File: config.mk
export PLATFORM = sky130hd
export DESIGN_NAME = trail_painter
export DESIGN_NICKNAME = d
export VERILOG_FILES = /design/src/rtl/tron_pkg.sv /design/src/rtl/fb_clear_sweep.sv /design/src/rtl/trail_painter.sv
export SDC_FILE = /design/constraint.sdc
export NUM_CORES = 1
export LEC_CHECK = 0
export ABC_AREA = 1
export CORE_AREA = 3 3 86 170
export CTS_CLUSTER_SIZE = 16
export DETAILED_ROUTE_END_ITERATION = 8
export DIE_AREA = 0 0 89 173
export GPL_ROUTABILITY_DRIVEN = 0
export PLACE_DENSITY_LB_ADDON = 0.3
export SYNTH_ARGS = -nofsm -noshare
export SYNTH_HDL_FRONTEND = slang
export SYNTH_SLANG_ARGS = --single-unit
File: constraint.sdc
create_clock -name Clk -period 4.4 [get_ports Clk]
set_input_delay 0.88 -clock Clk [delete_from_list [all_inputs] [get_ports Clk]]
set_output_delay 0.88 -clock Clk [all_outputs]
set_load 0.01 [all_outputs]
File: src/rtl/tron_pkg.sv
// Shared constants and helpers for the trail painter: screen geometry,
// colour indices, frame-buffer addressing and the painter state encoding.
package tron_pkg;

    localparam int DEF_SCREEN_W = 640;
    localparam int DEF_SCREEN_H = 480;
    localparam int FB_WORDS     = DEF_SCREEN_W * DEF_SCREEN_H / 2;

    // Colour indices as they appear in a frame-buffer nibble
    localparam logic [3:0] COLOR_BG   = 4'h0;
    localparam logic [3:0] COLOR_GRID = 4'h8;
    localparam logic [3:0] COLOR_RED  = 4'h5;
    localparam logic [3:0] COLOR_BLUE = 4'h3;

    // Previous-position value that can never match a real head position
    localparam logic [9:0] POS_INVALID = 10'h3FF;

    // Painter FSM states
    localparam logic [3:0] ST_IDLE   = 4'd0;
    localparam logic [3:0] ST_LATCH  = 4'd1;
    localparam logic [3:0] ST_R_RD   = 4'd2;
    localparam logic [3:0] ST_R_WAIT = 4'd3;
    localparam logic [3:0] ST_R_WR   = 4'd4;
    localparam logic [3:0] ST_B_RD   = 4'd5;
    localparam logic [3:0] ST_B_WAIT = 4'd6;
    localparam logic [3:0] ST_B_WR   = 4'd7;
    localparam logic [3:0] ST_DONE   = 4'd8;
    localparam logic [3:0] ST_SWEEP  = 4'd9;

    // Word address of a pixel: two pixels share one 16-bit word
    function automatic logic [18:0] fb_addr(input logic [9:0] x, input logic [9:0] y,
                                            input int width);
        int a;
        a = int'(x[9:1]) + int'(y) * (width / 2);
        return a[18:0];
    endfunction

    // True when the pixel lies on the visible screen
    function automatic logic in_bounds(input logic [9:0] x, input logic [9:0] y,
                                       input int width, input int height);
        return (int'(x) < width) && (int'(y) < height);
    endfunction

    // A nibble counts as free space if it is background or grid
    function automatic logic is_empty(input logic [3:0] nib);
        return (nib == COLOR_BG) || (nib == COLOR_GRID);
    endfunction

endpackage

File: src/rtl/fb_clear_sweep.sv
// Frame-buffer clear sweep: after reset, walks every word address once,
// one write of zero per clock, while enabled by the painter FSM.
module fb_clear_sweep
    import tron_pkg::*;
#(
    parameter int WORDS = FB_WORDS
) (
    input  logic        Clk,
    input  logic        Reset,
    input  logic        enable,
    output logic        sweep_we,
    output logic [18:0] sweep_addr,
    output logic        sweep_last
);

    logic [18:0] count;

    // Word counter, restarts from zero on every reset
    always_ff @(posedge Clk) begin
        if (!Reset) begin
            count <= '0;
        end else if (enable) begin
            count <= sweep_last ? '0 : count + 19'd1;
        end
    end

    assign sweep_we   = enable;
    assign sweep_addr = count;
    assign sweep_last = (count == 19'(WORDS - 1));

endmodule

File: src/rtl/trail_painter.sv
// Trail painter: on every frame tick paints the red and blue bike heads into
// the 2-pixel/word frame buffer with a read-modify-write and raises sticky
// crash flags when a head lands on an occupied pixel or leaves the screen.
// Optional build macro FB_CLEAR_EN adds a zero-fill sweep after reset.
module trail_painter
    import tron_pkg::*;
#(
    parameter int         SCREEN_W  = DEF_SCREEN_W,
    parameter int         SCREEN_H  = DEF_SCREEN_H,
    parameter logic [3:0] RED_COLOR = COLOR_RED,
    parameter logic [3:0] BLU_COLOR = COLOR_BLUE
) (
    input  logic        Clk,
    input  logic        Reset,
    input  logic        frame_clk,
    input  logic [9:0]  red_X,
    input  logic [9:0]  red_Y,
    input  logic [9:0]  blue_X,
    input  logic [9:0]  blue_Y,
    input  logic        clear_crash,
    output logic [18:0] rd_address,
    input  logic [15:0] rd_data,
    output logic [18:0] write_address,
    output logic [15:0] Data_In,
    output logic        WE,
    output logic        red_crash,
    output logic        blue_crash,
    output logic        busy,
    output logic        done
);

`ifdef FB_CLEAR_EN
    localparam logic [3:0] ST_AFTER_RESET = ST_SWEEP;
`else
    localparam logic [3:0] ST_AFTER_RESET = ST_IDLE;
`endif

    logic [3:0]  state;
    logic        frame_q;
    logic        tick;
    logic [9:0]  lat_rx, lat_ry, lat_bx, lat_by;
    logic [9:0]  prev_rx, prev_ry, prev_bx, prev_by;
    logic [3:0]  rd_lo, rd_hi;
    logic        blue_phase;
    logic [9:0]  cur_x, cur_y, cur_px, cur_py;
    logic [3:0]  cur_color, cur_nib;
    logic        cur_in, cur_moved, cur_hit, same_px;
    logic [18:0] cur_addr;
    logic [15:0] merged;
    logic        paint_we;
    logic        red_set, blue_set;
    logic        sweep_we, sweep_last;
    logic [18:0] sweep_addr;
    logic        unused_rd_bits;

    assign unused_rd_bits = ^{rd_data[15:12], rd_data[7:4]};

    // Frame tick is the rising edge of frame_clk as seen on Clk
    always_ff @(posedge Clk) begin
        frame_q <= frame_clk;
    end

    assign tick = frame_clk & ~frame_q;

    // Painter sequencer: one Clk per state, ticks only accepted in IDLE
    always_ff @(posedge Clk) begin
        if (!Reset) begin
            state <= ST_AFTER_RESET;
        end else begin
            case (state)
                ST_IDLE:   if (tick) state <= ST_LATCH;
                ST_LATCH:  state <= ST_R_RD;
                ST_R_RD:   state <= ST_R_WAIT;
                ST_R_WAIT: state <= ST_R_WR;
                ST_R_WR:   state <= ST_B_RD;
                ST_B_RD:   state <= ST_B_WAIT;
                ST_B_WAIT: state <= ST_B_WR;
                ST_B_WR:   state <= ST_DONE;
                ST_DONE:   state <= ST_IDLE;
                ST_SWEEP:  if (sweep_last) state <= ST_DONE;
                default:   state <= ST_IDLE;
            endcase
        end
    end

    // Position capture, read-data capture and previous-position history
    always_ff @(posedge Clk) begin
        if (!Reset) begin
            lat_rx  <= '0;
            lat_ry  <= '0;
            lat_bx  <= '0;
            lat_by  <= '0;
            prev_rx <= POS_INVALID;
            prev_ry <= POS_INVALID;
            prev_bx <= POS_INVALID;
            prev_by <= POS_INVALID;
            rd_lo   <= '0;
            rd_hi   <= '0;
        end else begin
            if (state == ST_LATCH) begin
                lat_rx <= red_X;
                lat_ry <= red_Y;
                lat_bx <= blue_X;
                lat_by <= blue_Y;
            end
            if (state == ST_R_WAIT || state == ST_B_WAIT) begin
                rd_lo <= rd_data[3:0];
                rd_hi <= rd_data[11:8];
            end
            if (state == ST_B_WR) begin
                prev_rx <= lat_rx;
                prev_ry <= lat_ry;
                prev_bx <= lat_bx;
                prev_by <= lat_by;
            end
        end
    end

    // Select the bike being worked on and build its collision test and merged word
    always_comb begin
        blue_phase = (state == ST_B_RD) || (state == ST_B_WAIT) || (state == ST_B_WR);
        cur_x      = blue_phase ? lat_bx : lat_rx;
        cur_y      = blue_phase ? lat_by : lat_ry;
        cur_px     = blue_phase ? prev_bx : prev_rx;
        cur_py     = blue_phase ? prev_by : prev_ry;
        cur_color  = blue_phase ? BLU_COLOR : RED_COLOR;
        cur_in     = in_bounds(cur_x, cur_y, SCREEN_W, SCREEN_H);
        cur_addr   = fb_addr(cur_x, cur_y, SCREEN_W);
        cur_nib    = cur_x[0] ? rd_hi : rd_lo;
        cur_moved  = (cur_x != cur_px) || (cur_y != cur_py);
        cur_hit    = !cur_in || (cur_moved && !is_empty(cur_nib));
        same_px    = (lat_rx == lat_bx) && (lat_ry == lat_by) &&
                     in_bounds(lat_rx, lat_ry, SCREEN_W, SCREEN_H);
        merged     = '0;
        if (cur_x[0]) begin
            merged[11:8] = cur_color;
            merged[3:0]  = rd_lo;
        end else begin
            merged[3:0]  = cur_color;
            merged[11:8] = rd_hi;
        end
    end

    // Frame-buffer port drive; reset kills the write enable without waiting a clock
    always_comb begin
        paint_we      = ((state == ST_R_WR) || (state == ST_B_WR)) && cur_in;
        rd_address    = '0;
        if ((state == ST_R_RD || state == ST_R_WAIT || state == ST_B_RD ||
             state == ST_B_WAIT) && cur_in) begin
            rd_address = cur_addr;
        end
        WE            = Reset && (paint_we || sweep_we);
        write_address = '0;
        Data_In       = '0;
        if (sweep_we) begin
            write_address = sweep_addr;
        end else if (paint_we) begin
            write_address = cur_addr;
            Data_In       = merged;
        end
        busy          = (state != ST_IDLE);
    end

    // Crash set conditions; a shared head pixel marks both bikes
    always_comb begin
        red_set  = ((state == ST_R_WR) && cur_hit) || ((state == ST_B_WR) && same_px);
        blue_set = (state == ST_B_WR) && (cur_hit || same_px);
    end

    // Sticky crash flags: clear_crash clears, a simultaneous set still wins
    always_ff @(posedge Clk) begin
        if (!Reset) begin
            red_crash  <= 1'b0;
            blue_crash <= 1'b0;
        end else begin
            red_crash  <= (red_crash  & ~clear_crash) | red_set;
            blue_crash <= (blue_crash & ~clear_crash) | blue_set;
        end
    end

    // One-cycle done pulse following the DONE state
    always_ff @(posedge Clk) begin
        if (!Reset) begin
            done <= 1'b0;
        end else begin
            done <= (state == ST_DONE);
        end
    end

`ifdef FB_CLEAR_EN
    fb_clear_sweep #(
        .WORDS (SCREEN_W * SCREEN_H / 2)
    ) u_sweep (
        .Clk        (Clk),
        .Reset      (Reset),
        .enable     (state == ST_SWEEP),
        .sweep_we   (sweep_we),
        .sweep_addr (sweep_addr),
        .sweep_last (sweep_last)
    );
`else
    assign sweep_we   = 1'b0;
    assign sweep_addr = '0;
    assign sweep_last = 1'b0;
`endif

endmodule

# After elaboration in Yosys (flattened, before gate mapping)
# Index checks and enable logic that the tools add are counted.
# word_totals
rom_bits	0
word_cells	86
memories	0
ram_bits	0
latch_bits	0
inputBits	60
reg_bits	96
out_inout_bits	59
# op_classes
add_sub_neg	1
n_lt_le_gt_ge	4
shifts	0
div	0
n_eq_ne	15
n_mux	13
n_bitwise	8
n_mul	1
n_reduce_logical	29
# op_table
cell	n
10-bit two-way mux	4
19-bit two-way mux	2
4-bit one-hot mux with 9 select lines	1
10-bit equality test	2
10-bit < comparator (second input constant)	2
10-bit by 9-bit < comparator with 1-bit output (second input constant)	2
10-bit inequality test	2
9-bit by 19-bit adder with 19-bit output	1
4-bit by 3-bit equality test with 1-bit output (second input constant)	4
4-bit two-way mux	4
10-bit by 3-bit multiplier with 13-bit output (second input constant)	1
4-bit equality test (second input constant)	3
1-bit logical OR	12
12-bit two-way mux	1
1-bit logical AND	11
4-bit by 2-bit equality test with 1-bit output (second input constant)	2
4-bit logical NOT	2
4-bit by 1-bit equality test with 1-bit output (second input constant)	1
4-bit nonzero test	1
1-bit bitwise AND	3
3-bit two-way mux	1
1-bit inverter	3
1-bit logical NOT	2
2-bit inequality test (second input constant)	1
2 further kinds	3

# Depth between registers and ports, before layout
# logic_depth
depth_word	13
depth_mapped	24
ltp_nobuf	22

# Worst setup path before layout
# No wires, ideal clock.
# synth_timing
path_type	register to output
start	reg state[2]
end	out rd_address[16]
slack_ps	416
path_stages_with_launch	24
arrival_time_ps	3104
required_time_ps	3520
path_cell_list	dfxtp_1 -> inv_1 -> nor2_4 -> nand2_2 -> buf_6 -> buf_6 -> nand2_1 -> nand2_1 -> nor2_1 -> nor2_1 -> ha_1 -> fa_1 -> nand2_1 -> nand2_1 -> nand2_1 -> nand2_1 -> nand2_1 -> nand2_1 -> a21oi_1 -> xor2_1 -> nor2_1 -> nand2_1 -> xor2_1 -> nor2_1
# synth_via
elab_chain_cells	8
word_cells_on_any_way	19
classes_between	1 x add/sub; 1 x mul; 2 x order compare; 5 x eq/ne; 3 x mux; 7 x reduce/logical
# synth_rtl
item	line	rtl
from (decl)	trail_painter.sv:38	logic [3:0] state;
from (signal assigned)	trail_painter.sv:68	state <= ST_AFTER_RESET;
from (signal assigned)	trail_painter.sv:71	ST_IDLE: if (tick) state <= ST_LATCH;
from (signal assigned)	trail_painter.sv:72	ST_LATCH: state <= ST_R_RD;
parallel branches: the longest is 7 deep, another holds 9-bit by 19-bit adder with 19-bit output	--	
19-bit two-way mux *	trail_painter.sv:148	if ((state == ST_R_RD || state == ST_R_WAIT || state == ST_B_RD ||
to (decl)	trail_painter.sv:21	output logic [18:0] rd_address,
# Every way passes the cells marked *.

# Worst setup path after layout
# Same ends and word-level chain as after synthesis.

==> qor.txt <==
Ys async rst share -> 0%
I/O pin count -> 119
Area leader, netlist -> dfxtp_1
Unrepaired setup endpoints after global routing -> yes
Critical path type -> reg -> out
Clock skew -> 0.00696 ns
Port bufs -> 102
Die Y -> 173 um
#FFs+latches synth -> 96
Slew @ Worst Pin -> 1.04 ns
Final wirelength -> 19,100 um
First-pass GRT wire length -> 29,900 um
CTS tree -> yes
Max Fclk -> 229 MHz
Number of distinct library cells after synthesis -> 39
Worst vdd ir -> 292 uV
Critical path launch point -> state[2]$_SDFFE_PN0P_
Synth Instances -> 997
1st-iter DRT viols -> 522
Root Driver -> clkbuf_16
Worst rel slew slack -> 30.5%
Clock transition at path regs -> 0.06 ns
Fill cells -> 1,220
Worst path slowest cell -> dfxtp_4
Crit path DAT -> 3.48 ns
End point of the critical path -> rd_address[16]
Die Width -> 89 um
Final hold violation count -> 0
Period utilisation layout -> 99.2%
Vias in the first global route -> 6,250
Post-synthesis sequential area ratio -> 31.4%
Ant diodes -> 0
Period minus WS final -> 4.36 ns
WP data required -> 3.52 ns
Max-capacitance violation count -> 0
Crit end category -> primary output
Vias per std cell -> 5.28
DRT antenna net count -> 0
HP Class -> reg -> reg
R2R Setup Slk -> 1.81 ns
Status -> completed
Largest net degree at the start of global routing -> 75
R2r endpoint -> red_crash$_SDFF_PN0_
H-tree Lvls -> 3
Initial antenna violation count -> 0
TritonRoute pass-1 iters -> 5
R2R depth -> 19
Grt ovf -> 0
Clk sinks -> 96
Mapped Area -> 6130 sq um
Die area -> 15,400 sq um
Nets -> 1,202
Area Overhead vs Synth -> 33.4%
Largest fanout on the critical path -> 9
Detailed Place HPWL -> 13,900 um
Total CTS buffers -> 9
Final cell count without fillers -> 1,288
Worst-path cell chain -> inv_2 -> nor2_4 -> nand2_4 -> buf_12 -> nand2_2 -> nand2_4 -> ha_4 -> ha_2 -> fa_2 -> nand2_1 -> nand2_1 -> nand2_1 -> nand2_1 -> nand2_1 -> nand2_1 -> a21oi_2 -> xor2_1 -> buf_4 -> nor2_2 -> nand2_1 -> xor2_1 -> nor2_1 -> buf_2
Lkg Pwr -> 3.96 nW
Synthesis Warnings -> 0
Layout cells sized above 1 -> 14.1%
Residual DRC -> 0
PD cells -> 340 nW/um^2
Core footprint -> 13,400 sq um
Area share of the largest cell type after synthesis -> 31.4%
R2R Path Start -> state[2]$_SDFFE_PN0P_
Avg Inst Size Synth -> 6.14 sq um
Number of synthesized flops with an enable pin -> 0
Fin. max-slew vios -> 0
Vias -> 6,795
Starting density of the core -> 45.6%
Commonest non-fill, non-tap cell in the layout -> nand2_1
Maximum buffer depth of the clock tree -> 2
Total Power -> 2.78 mW
Standard-cell rows -> 60
CP dominant cell by count -> nand2_1
Most frequent cells in the layout -> 311 x nand2_1, 106 x inv_1, 95 x o21ai_0, 92 x dfxtp_1, 89 x a21oi_1
Final core occ -> 60.8%
Final setup vio count -> 0
Clk_lat worst skew -> 0.35 ns
Hold Slack -> 0.485 ns
Total track usage -> 24.8%
Biggest cell delay along the critical path -> 0.38 ns
WL per Instance -> 14.8 um
Setup TNS -> 0 ns
Setup crit start kind -> flip-flop
Area contributors post-synth -> dfxtp_1 31%, nand2_1 20%, o21ai_0 7.8%
Placed Cells -> 1,254
Commonest register cell after synthesis -> dfxtp_1
[cell usage after synthesis (all sizes together), types with 2 or more instances]
cell type and instances:
nand2 327, inv 114, nor2 112, o21ai 102, dfxtp 96, a21oi 92, buf 32, clkbuf 22
nand3 22, ha 12, o22ai 12, xor2 10, xnor2 8, o211ai 6, nand4 5, nor4 5
nand3b 4, nor3 4, clkinv 2, fa 2
[critical path: cells and delay by family, from the launching register on]
kind            cells  cell delay (ns)
compound gates      1             0.16
flops               1             0.38
xor+xnor            2             0.39
fa+ha+maj           3             0.72
simple gates       13             0.97
buf+inv             4             0.51
[power breakdown]
group          internal (mW)  leakage, nW  total, mW  switching [mW]
Sequential             0.935        0.785       1.00          0.0650
Combinational          0.351         3.02      0.885           0.533
Clock                  0.556        0.156      0.894           0.337
Total                   1.84         3.96       2.78           0.936
[metal layers]
metal | global-route usage, % | vias to the layer above | part of all wire (%)
met5 | 0 | - | 0
met3 | 3.15 | 73 | 5.0
met4 | 17.8 | 0 | 7.7
met1 | 26.8 | 3063 | 36
met2 | 42.4 | 251 | 51
li1 | - | 3408 | -
[repair_timing]
item / 4_1_cts / 5_1_grt
resized for setup: 32 / 71
setup endpoints to repair: 12 / 16
cloned: 1 / 2
hold buffers: 0 / 0
setup buffers: 5 / 10
pin swaps: 5 / 28
[cell families (layout without fill, tap and decap cells)]
kind of cell             Yosys count  count (layout)  synth area share, %
buffers and inverters            170             299                 12.1
other                              1               8               0.0612
AND/OR/NAND/NOR                  480             480                 31.8
adder cells (fa/ha/maj)           14              14                 3.10
flip-flops                        96              96                 31.4
AO/OA/AOI/OAI                    218             218                 19.0
XOR/XNOR                          18              18                 2.57
[per-stage QoR]
step           setup WS, ns  area [sq um]
2_1_floorplan         0.416          6150
3_3_place_gp         0.0309          7440
3_5_place_dp       -0.00972          7440
4_1_cts             -0.0183          7890
5_1_grt              -0.148          8170
6_report             0.0356          8170
[sequential cells by signal, indices dropped and copies added (netlist names)]
| register | flops |
|---|---|
| rd_lo | 4 |
| lat_ry | 10 |
| lat_bx | 10 |
| lat_by | 10 |
| prev_by | 10 |
| rd_hi | 4 |
| prev_bx | 10 |
| done | 1 |
| state | 4 |
| lat_rx | 10 |
| red_crash | 1 |
| prev_ry | 10 |
| frame_q | 1 |
| blue_crash | 1 |
| prev_rx | 10 |
[final cells by class]
class	count	area, sq um	area share, %
flip-flops and latches	96	1930	23.6
clock inverters	5	105	1.29
inverters	116	438	5.36
multi-input cells	738	3680	45.1
well taps	155	194	2.37
clock buffers	11	233	2.85
repair buffers	167	1590	19.4
[worst min-delay path by stage]
stage                     slack [ns]             startpoint                    end  cells past startpoint
after floorplan                 0.46  rd_hi[3]$_SDFFE_PN0P_  rd_hi[3]$_SDFFE_PN0P_                      2
after global placement          0.46  rd_hi[3]$_SDFFE_PN0P_  rd_hi[3]$_SDFFE_PN0P_                      2
after detailed placement        0.47  rd_lo[3]$_SDFFE_PN0P_  rd_lo[3]$_SDFFE_PN0P_                      2
after CTS                       0.49  rd_lo[3]$_SDFFE_PN0P_  rd_lo[3]$_SDFFE_PN0P_                      2
after global routing            0.52  rd_lo[3]$_SDFFE_PN0P_  rd_lo[3]$_SDFFE_PN0P_                      2
final                           0.48  rd_lo[3]$_SDFFE_PN0P_  rd_lo[3]$_SDFFE_PN0P_                      2
No activity file was read; power rests on OpenSTA's default activity.
